### config.mk
export PLATFORM = sky130hd
export DESIGN_NAME = wrf_src_rx
export DESIGN_NICKNAME = d
export VERILOG_FILES = /design/src/rtl/wrf_src_rx.sv
export SDC_FILE = /design/constraint.sdc
export NUM_CORES = 1
export LEC_CHECK = 0
export ABC_AREA = 1
export ABC_CLOCK_PERIOD_IN_PS = 4250
export CORE_UTILIZATION = 44
export DETAILED_ROUTE_END_ITERATION = 8
export GPL_TIMING_DRIVEN = 0
export MAX_ROUTING_LAYER = met4
export PLACE_DENSITY = 0.85
export SKIP_CTS_REPAIR_TIMING = 1
export SKIP_LAST_GASP = 1
export SLEW_MARGIN = 20
export SYNTH_ARGS = -nofsm -noshare
export SYNTH_HDL_FRONTEND = slang
export SYNTH_SLANG_ARGS = --single-unit
### constraint.sdc
create_clock -name wrf_clk -period 4.25 [get_ports wrf_clk]
set_input_delay 0.425 -clock wrf_clk [delete_from_list [all_inputs] [get_ports wrf_clk]]
set_output_delay 0.425 -clock wrf_clk [all_outputs]
set_load 0.05 [all_outputs]
### src/rtl/wrf_src_rx.sv
// wrf_src_rx: receive side of the WR fabric. Parses the Ethernet/IPv4/UDP
// headers of each 16-bit fabric frame. A frame addressed to this node has its
// UDP payload streamed out on pl_*; any other frame is discarded. Per-frame
// accept/drop counters are kept.
// Optional feature: define WRF_SRC_RX_IPCSUM_EN to verify the IPv4 header
// checksum (words 7-16) as part of the address match.
module wrf_src_rx #(
  parameter logic [15:0] LOCAL_PORT = 16'h1000,
  parameter int          CNT_W      = 16
) (
  input  logic             wrf_clk,
  input  logic             wrf_rst_n,
  input  logic [47:0]      local_mac,
  input  logic [31:0]      local_ip,
  input  logic             wrf_valid,
  input  logic             wrf_sof,
  input  logic             wrf_eof,
  input  logic             wrf_err,
  input  logic [15:0]      wrf_data,
  output logic             wrf_stall,
  output logic             pl_valid,
  output logic [15:0]      pl_data,
  output logic             pl_last,
  output logic             pl_err,
  input  logic             pl_ready,
  output logic [CNT_W-1:0] rx_ok_cnt,
  output logic [CNT_W-1:0] rx_drop_cnt
);

  typedef enum logic [1:0] {IDLE = 2'd0, HDR = 2'd1, PAYLOAD = 2'd2, DROP = 2'd3} state_t;

  state_t      state;
  logic [4:0]  idx;      // index of the next header word
  logic        match;    // all header checks so far passed
  logic        uc_ok;    // dst MAC words so far equal local_mac
  logic        bc_ok;    // dst MAC words so far all-ones
  logic [14:0] remain;   // payload words still expected

  logic        accept, hdr_go, pay_go, abort;
  logic [4:0]  widx;
  logic [15:0] mac_word, len_m8;
  logic        uc_next, bc_next, len_ok, field_ok, match_next;
  logic        hdr_ok_fr, hdr_drop_fr, hdr_to_pay, pay_last, pay_bad;
  logic        ok_inc;
  logic [1:0]  drop_inc;

`ifdef WRF_SRC_RX_IPCSUM_EN
  logic [15:0] csum, csum_in, csum_next;

  // Ones'-complement 16-bit add with end-around carry.
  function automatic logic [15:0] oc_add(input logic [15:0] a, input logic [15:0] b);
    logic [16:0] s;
    s = {1'b0, a} + {1'b0, b};
    return s[15:0] + {15'd0, s[16]};
  endfunction

  assign csum_in   = (widx == 5'd7) ? 16'h0000 : csum;
  assign csum_next = oc_add(csum_in, wrf_data);
`endif

  assign wrf_stall = (state == PAYLOAD) && pl_valid && !pl_ready;
  assign accept    = wrf_valid && !wrf_stall;
  // SOF restarts the header parse from any state; abort only counts when a
  // frame is still undecided or mid-payload.
  assign abort     = accept && wrf_sof && (state == HDR || state == PAYLOAD);
  assign hdr_go    = accept && (wrf_sof || state == HDR);
  assign pay_go    = accept && !wrf_sof && (state == PAYLOAD);
  assign widx      = wrf_sof ? 5'd0 : idx;

  assign len_m8    = wrf_data - 16'd8;
  assign len_ok    = (wrf_data >= 16'd8) && !wrf_data[0];
  assign uc_next   = ((widx == 5'd0) || uc_ok) && (wrf_data == mac_word);
  assign bc_next   = ((widx == 5'd0) || bc_ok) && (wrf_data == 16'hFFFF);
  assign match_next = (wrf_sof || match) && field_ok;

  // Select the local MAC word matching the current destination-MAC word.
  always_comb begin
    case (widx)
      5'd0:    mac_word = local_mac[47:32];
      5'd1:    mac_word = local_mac[31:16];
      default: mac_word = local_mac[15:0];
    endcase
  end

  // Per-word header check; words without a check pass.
  always_comb begin
    field_ok = 1'b1;
    case (widx)
      5'd2:    field_ok = uc_next || bc_next;
      5'd6:    field_ok = (wrf_data == 16'h0800);
      5'd7:    field_ok = (wrf_data == 16'h4500);
      5'd11:   field_ok = (wrf_data[7:0] == 8'h11);
      5'd15:   field_ok = (wrf_data == local_ip[31:16]);
`ifdef WRF_SRC_RX_IPCSUM_EN
      5'd16:   field_ok = (wrf_data == local_ip[15:0]) && (csum_next == 16'hFFFF);
`else
      5'd16:   field_ok = (wrf_data == local_ip[15:0]);
`endif
      5'd18:   field_ok = (wrf_data == LOCAL_PORT);
      5'd19:   field_ok = len_ok;
      default: field_ok = 1'b1;
    endcase
  end

  // Frame verdicts for the current accepted word.
  always_comb begin
    hdr_ok_fr   = 1'b0;
    hdr_drop_fr = 1'b0;
    hdr_to_pay  = 1'b0;
    if (hdr_go) begin
      if (wrf_err) begin
        hdr_drop_fr = 1'b1;
      end else if (widx == 5'd20) begin
        if (match_next && remain == 15'd0)  hdr_ok_fr   = 1'b1;
        else if (match_next && !wrf_eof)    hdr_to_pay  = 1'b1;
        else                                hdr_drop_fr = 1'b1;
      end else if (wrf_eof) begin
        hdr_drop_fr = 1'b1;
      end
    end
    pay_last = (remain == 15'd1);
    pay_bad  = wrf_err || (wrf_eof && !pay_last);
    ok_inc   = hdr_ok_fr || (pay_go && pay_last && !pay_bad);
    drop_inc = {1'b0, abort} + {1'b0, hdr_drop_fr} + {1'b0, pay_go && pay_bad};
  end

  // Receive FSM, payload output register and statistics counters.
  always_ff @(posedge wrf_clk or negedge wrf_rst_n) begin
    if (!wrf_rst_n) begin
      state       <= IDLE;
      idx         <= 5'd0;
      match       <= 1'b0;
      uc_ok       <= 1'b0;
      bc_ok       <= 1'b0;
      remain      <= 15'd0;
`ifdef WRF_SRC_RX_IPCSUM_EN
      csum        <= 16'h0000;
`endif
      pl_valid    <= 1'b0;
      pl_data     <= 16'h0000;
      pl_last     <= 1'b0;
      pl_err      <= 1'b0;
      rx_ok_cnt   <= '0;
      rx_drop_cnt <= '0;
    end else begin
      if (pl_valid && pl_ready) pl_valid <= 1'b0;
      rx_ok_cnt   <= rx_ok_cnt + CNT_W'(ok_inc);
      rx_drop_cnt <= rx_drop_cnt + CNT_W'(drop_inc);
      if (hdr_go) begin
        idx   <= widx + 5'd1;
        match <= match_next;
        uc_ok <= uc_next;
        bc_ok <= bc_next;
`ifdef WRF_SRC_RX_IPCSUM_EN
        csum  <= csum_next;
`endif
        if (widx == 5'd19) remain <= len_m8[15:1];
        // Aborted payload: close the downstream frame with an error beat.
        if (abort && state == PAYLOAD) begin
          pl_valid <= 1'b1;
          pl_last  <= 1'b1;
          pl_err   <= 1'b1;
        end
        if (hdr_ok_fr || hdr_drop_fr) state <= wrf_eof ? IDLE : DROP;
        else if (hdr_to_pay)          state <= PAYLOAD;
        else                          state <= HDR;
      end else if (pay_go) begin
        pl_valid <= 1'b1;
        pl_data  <= wrf_data;
        pl_last  <= pay_last || pay_bad;
        pl_err   <= pay_bad;
        remain   <= remain - 15'd1;
        if (pay_last || pay_bad) state <= wrf_eof ? IDLE : DROP;
      end else if (accept && state == DROP && wrf_eof) begin
        state <= IDLE;
      end
    end
  end

endmodule

==> flow_summary.ini <==
[status]
status = finished, violations left
violations = DRC, setup timing

[clock_tree]
clk_latency_ns = 0.34
cts_buffers = 9
cts.sinks = 76
cts_max_level = 3
cts_tree = yes
path_clk_slew_ns = 0.06
clock_path_buffers = 2
root_buffer = clkbuf_16

[logic_synthesis]
synth_nets = 852
synth_compound_area_frac = 0.104
synth_ff_type = dfrtp_1
muxShareOfSynthArea = 0
yosys_warnings = 0
synth_top_area_frac = 0.361
synth_edf_count = 0
synth.area.top_cells = dfrtp_1, nand2_1, inv_1, nand3_1, o21ai_0
synth_adder_area_share = 0.0337
syn_inst = 736
ys_types = 43
synth_area_per_cell_um2 = 7.16
yosys.area_share.xor_xnor = 0.0715
ys_seq_elements = 76
syn-cell-area_um2 = 5270
yosys.area.top_type = dfrtp_1
ys_async_sr_fraction = 1.00
synth_top_family_by_area = simple AND/OR/NAND/NOR gates
yosys.area_share.simple = 0.351
yosysSeqAreaShare = 0.361

[drt]
firstDrtPassIters = 8
postRouteAntennaNets = 0
wire_per_inst_um = 16.0
viasPerCell = 5.51
drcViolationCount = 9
vias = 5998
finalWirelength_um = 17400
first_iter_violations = 529

[timing]
rsz0062_at_grt = yes
setup_viol = 1
drv_slew = 0
min_period_over_period = 1.01
clock_skew_ns = 0.00789
relSlewSlack = 0.620
fin_ws_ns = -0.0512
final-hold-violation-count = 0
tightest_slew_ns = 0.568
max_freq_ghz = 0.232
fin_hold_ws_ns = 0.000464
fin_crit_ns = 4.30

[placed_design]
gp_congestion = 0.920
dp_hpwl_um = 12600
place_ws_ns = -1.30
post_dp_cell_area_um2 = 7030
io_buffers = 154
dp_cells = 1034

[cells_and_area]
multi_input_area_um2 = 3200
fin_area_um2 = 7910
layout_common_cells = nand2_1, clkdlybuf4s50_1, inv_1
seq_area_um2 = 1910
fin_cells = 1088
drive_gt1_frac = 0.159
mostFrequentLayoutCell = nand2_1
finish.utilization = 0.684
area_growth_pct = 50.0
diodes = 0
nets = 1057
fillers = 924

[die]
rows = 39
fp.coreArea_um2 = 11600
die_w_um = 111
die_y_um = 111
design.die.area_um2 = 12400
io-pin-count = 155
start_util = 0.456

[critical_path]
endpoint_kind = flip-flop
crit_type = flip-flop to flip-flop
cp_slowest_cell = fa_2
r2r_setup_slack_ns = -0.05
max_stage_delay_ns = 0.44
critPathArrivalTime_ns = 4.52
cpMostUsedCell = nand2_4
critPathRequiredTime_ns = 4.47
worstPathMaxFanout = 10
worstSetupStartpointType = flip-flop

[job]
cap_viol_max_count = 0

[worst_hold_path]
min-delay-path-class = primary input to asynchronous set/reset pin

[power_and_ir_drop]
powerDensity_nw_per_um2 = 495
peakVddDrop_v = 0.000287
p_leak_nw = 3.72

[grt]
antenna_found_initial = 0
grt_pass1_wl_um = 26000
grt_overflow = 0
grt_pass1_vias = 5476
grtUsageTotal = 0.271
grt_start_max_net_pins = 52
synth_stat cells (10+ instances only):
master / instances
nor2_1: 61
xnor2_1: 13
a21oi_1: 10
dfrtp_1: 76
nand2_1: 195
o21ai_0: 53
ha_1: 11
nand2_2: 10
nor3_1: 18
clkbuf_1: 10
inv_1: 87
nand3_1: 60
nand4_1: 39
xor2_1: 30
worst paths after layout:
| check | from | endpoint | cells past startpoint |
|---|---|---|---|
| min in group wrf_clk | wrf_sof | idx[0] | 3 |
| max in group asynchronous | wrf_rst_n | rx_drop_cnt[12] | 2 |
| worst max register to register | idx[4] | rx_drop_cnt[14] | 27 |
| worst min register to register | rx_ok_cnt[15] | rx_ok_cnt[15] | 1 |
| worst max-delay path | idx[4] | rx_drop_cnt[14] | 27 |
| worst min-delay path | wrf_rst_n | rx_ok_cnt[10] | 1 |
where the power goes:
group	total, W	switching [W]	internal, W
registers	0.00113	0.000184	0.000947
logic	0.00202	0.00127	0.000757
clock network	0.000758	0.000306	0.000452
per-stage QoR:
stage                     power (W)  TNS (ns)
after floorplan             0.00232         0
after detailed placement    0.00292    -17.83
after global routing        0.00414    -0.859
after CTS                   0.00368    -10.85
final                       0.00391   -0.0512
after global placement      0.00288    -16.14
worst max-delay path, delay by kind of cell, from the launching register on:
family,cells,cell delay (ns)
AO/OA/AOI/OAI,2,0.33
XOR/XNOR,1,0.15
AND/OR/NAND/NOR,16,1.87
flip-flops,1,0.39
buffers and inverters,5,0.60
adder cells (fa/ha/maj),3,0.80
cell type report:
class,instances,share of cell area
multi-input combinational,554,0.405
sequential,76,0.241
timing repair buffer,194,0.239
inverter,89,0.0429
clock buffer,9,0.0285
tap,143,0.0226
buffer,17,0.0131
clock inverter,6,0.00823
state kept, by name, indices dropped and copies added, names as in the netlist, 2 cells and up:
register / cells
state: 2
rx_drop_cnt: 16
remain: 15
rx_ok_cnt: 16
idx: 5
pl_data: 16
layer usage:
metal / global-route usage / vias up / routed length (µm)
li1: - / 2836 / -
met1: 0.321 / 2752 / 6810
met2: 0.455 / 345 / 8500
met3: 0.0403 / 65 / 1310
met4: 0.124 / 0 / 821
met5: - / - / 0
kinds of logic (layout without fill, tap and decap cells):
group                    count (synthesis)  after routing
AND/OR/NAND/NOR                        404            404
buffers and inverters                  106            315
adder cells (fa/ha/maj)                 13             13
AO/OA/AOI/OAI                           94             94
XOR/XNOR                                43             43
flip-flops                              76             76
Power figures use the tool's default switching activity.
